[src/rtl/req_ack_done_responder.sv]
// req_ack_done_responder: 4-phase req/ack/done responder with programmable ack and done latencies
module req_ack_done_responder #(
  parameter int ACK_DLY  = 4,
  parameter int DONE_DLY = 2,
  parameter int CNT_W    = 8
) (
  input  logic             clk,
  input  logic             rst,
  input  logic             req,
  input  logic             hold,
  output logic             ack,
  output logic             done,
  output logic             busy,
  output logic             err,
  output logic [CNT_W-1:0] job_cnt
);
  typedef enum logic [1:0] {IDLE, WAIT_ACK, WAIT_DONE, RELEASE} state_t;
  localparam logic [7:0] ACK_LD  = 8'(ACK_DLY - 1);
  localparam logic [7:0] DONE_LD = 8'(DONE_DLY - 1);
  if (ACK_DLY < 1 || ACK_DLY > 255 || DONE_DLY < 1 || DONE_DLY > 255) begin : g_bad_dly
    $fatal(1, "req_ack_done_responder: ACK_DLY and DONE_DLY must be 1..255");
  end
  state_t     state;
  logic [7:0] cnt;
  always_ff @(posedge clk) begin
    if (rst) begin
      state   <= IDLE;
      cnt     <= '0;
      ack     <= 1'b0;
      done    <= 1'b0;
      busy    <= 1'b0;
      err     <= 1'b0;
      job_cnt <= '0;
    end else begin
      err <= 1'b0;
      case (state)
        IDLE:
          if (req) begin
            busy <= 1'b1;
            if (ACK_DLY == 1) begin
              ack   <= 1'b1;
              cnt   <= DONE_LD;
              state <= WAIT_DONE;
            end else begin
              cnt   <= ACK_LD;
              state <= WAIT_ACK;
            end
          end
        WAIT_ACK, WAIT_DONE:
          // abort outranks both hold and expiry on the same edge
          if (!req) begin
            err   <= 1'b1;
            ack   <= 1'b0;
            done  <= 1'b0;
            busy  <= 1'b0;
            cnt   <= '0;
            state <= IDLE;
          end else if (!hold) begin
            if (cnt != 8'd0) cnt <= cnt - 8'd1;
            else if (state == WAIT_ACK) begin
              ack   <= 1'b1;
              cnt   <= DONE_LD;
              state <= WAIT_DONE;
            end else begin
              done  <= 1'b1;
              state <= RELEASE;
            end
          end
        RELEASE:
          if (!req) begin
            ack     <= 1'b0;
            done    <= 1'b0;
            busy    <= 1'b0;
            job_cnt <= job_cnt + CNT_W'(1);
            state   <= IDLE;
          end
        default: state <= IDLE;
      endcase
    end
  end
endmodule
[config.mk]
export PLATFORM = sky130hd
export DESIGN_NAME = req_ack_done_responder
export DESIGN_NICKNAME = d
export VERILOG_FILES = /design/src/rtl/req_ack_done_responder.sv
export SDC_FILE = /design/constraint.sdc
export NUM_CORES = 1
export LEC_CHECK = 0
export CELL_PAD_IN_SITES_DETAIL_PLACEMENT = 1
export CELL_PAD_IN_SITES_GLOBAL_PLACEMENT = 2
export CORE_MARGIN = 1.5
export CORE_UTILIZATION = 32
export DETAILED_ROUTE_END_ITERATION = 16
export GPL_ROUTABILITY_DRIVEN = 0
export PLACE_DENSITY = 0.8
export SLEW_MARGIN = 5
export SYNTH_ARGS = -nofsm -noshare
export SYNTH_HDL_FRONTEND = slang
export SYNTH_SLANG_ARGS = --single-unit
[constraint.sdc]
create_clock -name clk -period 2.55 [get_ports clk]
set_clock_uncertainty 0.2 [all_clocks]
set_input_delay 0.3825 -clock clk [delete_from_list [all_inputs] [get_ports clk]]
set_output_delay 0.3825 -clock clk [all_outputs]
set_load 0.01 [all_outputs]
### Yosys cells after proc, flatten, opt, wreduce, memory -nomap -nowiden

Index checks and enable logic that the tools add are counted.

* register bits: 22
* input bits: 4
* output and inout port bits: 12
* word-level logic and storage cells: 62

* add/subtract/negate cells: 2
* equality and inequality tests: 11
* mux-type cells: 27
* bitwise logic cells: 2
* reduce and logical (&&, ||, !) cells: 13

Operators with widths (number)
* two-way mux 8 bit: 5
* case mux 8 bit (2 select lines): 1
* two-way mux 1 bit: 12
* != test 3 bit, second input constant: 4
* two-way mux 2 bit: 5
* AND reduction 5 bit: 2
* adder 8 x 1 -> 8 bit, second input constant: 1
* AND reduction 4 bit: 2
* nonzero test 8 bit: 1
* subtractor 8 x 1 -> 8 bit, second input constant: 1
* != test 2 bit, second input constant: 3
* case mux 1 bit (2 select lines): 3
* case mux 2 bit (3 select lines): 1
* == test 2 bit, second input constant: 2
* != test 4 bit, second input constant: 1
* AND reduction 2 bit: 2
* nonzero test 2 bit: 2
* OR reduction 2 bit: 2
* OR reduction 3 bit: 1
* == test 2 x 1 -> 1 bit, second input constant: 1
* zero test 2 bit: 1
* NOT 1 bit: 2

### Logic depth before layout (Yosys ltp)

* depth after elaboration: 6
* gate-level depth with buffers: 7
* depth with buffers taken out: 6

### Worst setup path after synthesis

OpenSTA, ideal clock, no wires.

* path kind: flip-flop to flip-flop
* start: register cnt[0]
* end: register cnt[3]
* setup time: 0.134 ns
* arrival time: 1.641 ns
* required time: 2.216 ns
* slack: 0.575 ns
* cell stages (with the launch flop): 7
* buffers on the path: 0
* clock period less this slack: 1.975 ns
* path through: dfxtp_1 > inv_1 > ha_1 > or3b_2 > o211ai_1 > or4_1 > o311ai_1

* cells in the longest elaborated chain, start to end: 5
* elaborated cells between the ends (all ways): 8
* classes of those cells: add/sub (1); eq/ne (1); mux (4); reduce/logical (2)

RTL lines
* from (decl): line 24 `logic [7:0] cnt;`
* from (signal assigned): line 59 `if (cnt != 8'd0) cnt <= cnt - 8'd1;`
* subtractor 8 x 1 -> 8 bit / nonzero test 8 bit (equally long branches): line 59
* two-way mux 8 bit: line 59
* two-way mux 8 bit: line 58 `end else if (!hold) begin`
* two-way mux 8 bit: line 51 `if (!req) begin`
* case mux 8 bit (2 select lines): line 36 `case (state)`

Several ways; a longest one is shown, not always the timed one. The select of a mux whose other input is x is not followed.
A chain may end at the register's enable or synchronous reset.

### Worst setup path after layout

* start: register cnt[0]
* end: register cnt[2]

The elaborated chain is that of the path after synthesis.

==> summary.md <==
| Metric | Value |
|---|---|
| Outcome | finished clean |
| Post-Layout Inst Area | 1530 sq um |
| Final setup viols | 0 |
| Tot Pwr | 1.36 mW |
| Clk pwr share | 0.240 |
| Synth Register Bits | 22 |
| Hold endpoint | done |
| Worst path slowest cell | or3b_2 |
| Total CTS buffers | 3 |
| Worst endpoint required time | 2500 ps |
| Wirelength, routed | 3140 um |
| Cell-internal power | 854 uW |
| Power per cell area | 894 nW/um^2 |
| PostCTS Resize Cnt | 0 |
| Clk_lat worst skew | 260 ps |
| PortBufs | 15 |
| Min Hold Slack | 308 ps |
| FF-to-FF setup slack | 290 ps |
| Largest net degree at the start of global routing | 22 |
| Root Buffer | clkbuf_8 |
| # diodes | 0 |
| Tot GR Track Use | 0.161 |
| Htree depth | 1 |
| Unrepaired setup endpoints after global routing | no |
| Total net switching power | 511 uW |
| Cell Rows | 22 |
| Placement Cell Area | 1460 sq um |
| Critical R2R Launch | cnt[0] |
| Maximum vdd drop | 0.370 mV |
| Seq pwr share | 0.330 |
| Maximum buffer depth of the clock tree | 2 |
| Setup CP Type | flip-flop to flip-flop |
| Slew @ Worst Pin | 433 ps |
| Vias in the first global route | 1068 |
| Post-DR wirelength/cell | 15.1 um |
| Ys Warns | 0 |
| DR DRC count | 0 |
| Clock tree from TritonCTS | built |
| Num ports | 16 |
| Hold Startpoint | done |
| Post-route minimum period | 2260 ps |
| Static Leak | 0.559 nW |
| Worst-path clk slew | 80 ps |
| F_max | 0.442 GHz |
| Final Net Count | 173 |
| Vias/cell | 5.27 |
| Final setup TNS | 0 ps |
| Post-Synthesis Cells | 141 |
| Number of synthesized flops with an enable pin | 0 |
| Area grow syn2layout | 24.0% |
| CP top delay family | compound AO/OA/AOI/OAI gates |
| R2R depth | 6 |
| Initial Utilization | 0.334 |
| Hold depth | 2 |
| CP endpoint kind | flip-flop |
| Post-Synthesis Cell Area | 1230 sq um |
| Syn avg cell area | 8.73 sq um |
| Crit share post-route | 0.887 |
| CP Max Fanout | 6 |
| Min-Delay Path Class | flip-flop to flip-flop |
| Core area | 3690 sq um |
| Die Ht | 65.0 um |
| Die area | 4230 sq um |
| Die Wd | 65.0 um |
| Initial DRC count | 17 |
| Post-synthesis async set-or-reset flop share | 0 |
| Mapped Nets | 153 |
| Startpoint types | flip-flop |
| Final ANT Viol Nets | 0 |
| Fin. Hold Viols | 0 |
| Pre-antenna DRT Iters | 4 |
| Part of the power in combinational logic | 0.429 |
| Synth cell types | 42 |
| Sink Count | 22 |
| Initial antenna violation count | 0 |
| Post-cts hold buffer count | 0 |
| First-pass GRT wire length | 5390 um |
| MaxCap Viol Count | 0 |
| Global route overflow | 0 |
| Critical path buffers and inverters | 1 |
| Max_slew headroom | 0.711 |
| CP peak stage delay | 580 ps |
| Cell Chain, Critical Path | inv_1 -> ha_1 -> or3b_2 -> o211ai_1 -> o21bai_1 -> a21oi_1 |
| Most common flop cell mapped by yosys | dfxtp_1 |
| Seq/Total Area, Yosys | 0.358 |
| Pins Over Slew Limit | 0 |
| Share of layout cells above drive strength 1 | 0.106 |
| Switching share of power | 0.375 |
| Via count | 1097 |
| Setup Buffers After CTS | 0 |
| Critical R2R Capture | cnt[2] |
| CP arrival | 2210 ps |
| DP Wirelength | 2400 um |
[cells in the mapped netlist, types with 2 or more instances]
cell type	number	area [sq um]
a211o_1	2	17.5
a21o_1	2	15.0
a21oi_1	5	25.0
a31oi_1	3	18.8
clkbuf_1	3	11.3
dfxtp_1	22	440
ha_1	8	100
inv_1	9	33.8
nand2_1	5	18.8
nand2b_1	3	18.8
nand3_1	4	20.0
nand4_1	4	25.0
nor2_1	16	60.1
nor2b_1	2	12.5
nor3_1	8	40.0
nor3b_1	2	15.0
nor4_1	2	12.5
o211ai_1	2	15.0
o21ai_0	9	45.0
or3b_2	2	17.5
or4_1	2	15.0
xor2_1	6	52.6
[kinds of logic (layout without fill, tap and decap cells)]
family	after synthesis	in the layout	synth area share
buffers and inverters	13	32	0.0406
and+or+nand+nor	57	57	0.271
muxes	2	2	0.0173
DFF	22	22	0.358
AOI/OAI and AO/OA	32	32	0.182
adders and majority gates	8	8	0.0813
xor gates and xnor gates	7	7	0.0498
[final cells by class]
cell class	count	area, sq um
clock buffers	3	41.3
clock inverters	1	30.0
fillers	445	2160
inverters	9	33.8
multi-input cells	106	741
flip-flops and latches	22	440
well taps	48	60.1
repair buffers	19	180
[through the flow]
step                std cells  setup WS, ps  utilization
floorplan                 141           575            -
global placement          204           238        0.395
detailed placement        204           208        0.395
CTS                       208           293        0.414
global route              208           158        0.414
finish                    208           289        0.414
[layer usage]
metal / part of all wire / routed length, um / GRT usage / vias up
li1: - / - / - / 548
met1: 0.53 / 1660 / 0.234 / 534
met2: 0.44 / 1380 / 0.247 / 13
met3: 0.024 / 75 / 0.0243 / 2
met4: 0.0032 / 10 / 0.0391 / 0
met5: 0 / 0 / 0 / -
[cells in the final DEF, fill, tap and decap left out, types with 5 or more instances in the layout]
master	count
xor2_1	6
inv_1	9
clkdlybuf4s50_1	15
a21oi_1	5
nor3_1	8
ha_1	8
o21ai_0	9
nand2_1	5
nor2_1	16
dfxtp_1	22
[power groups by stage]
stage	Combinational, mW	Sequential, mW	Clock [mW]
after floorplan	0.399	0.452	0
after global placement	0.560	0.459	0
after detailed placement	0.580	0.460	0
after CTS	0.586	0.452	0.339
after global routing	0.649	0.459	0.355
final	0.586	0.451	0.328
[state kept, by name, summed over array words and instances, names as in the netlist]
signal and flops:
err 1, ack 1, cnt 8, job_cnt 8
state 2, done 1, busy 1
[worst reg2reg max path: cells and delay by family, from the launching register on]
| family | cells | cell delay [ps] |
|---|---|---|
| AO/OA/AOI/OAI | 3 | 640 |
| AND/OR/NAND/NOR | 1 | 580 |
| adder cells (fa/ha/maj) | 1 | 210 |
| buffers and inverters | 1 | 140 |
| flip-flops | 1 | 370 |
[worst max path at each step]
stage                     slack (ps)   start       end  depth (start not counted)
final                            290  cnt[0]    cnt[2]                          6
after global routing             160  cnt[0]    cnt[3]                          6
after CTS                        290  cnt[0]    cnt[4]                          6
after detailed placement         210     req  state[0]                          5
after global placement           240     req    cnt[1]                          5
after floorplan                  580  cnt[0]    cnt[3]                          6
Note: power is estimated with default switching activity, not from simulation.
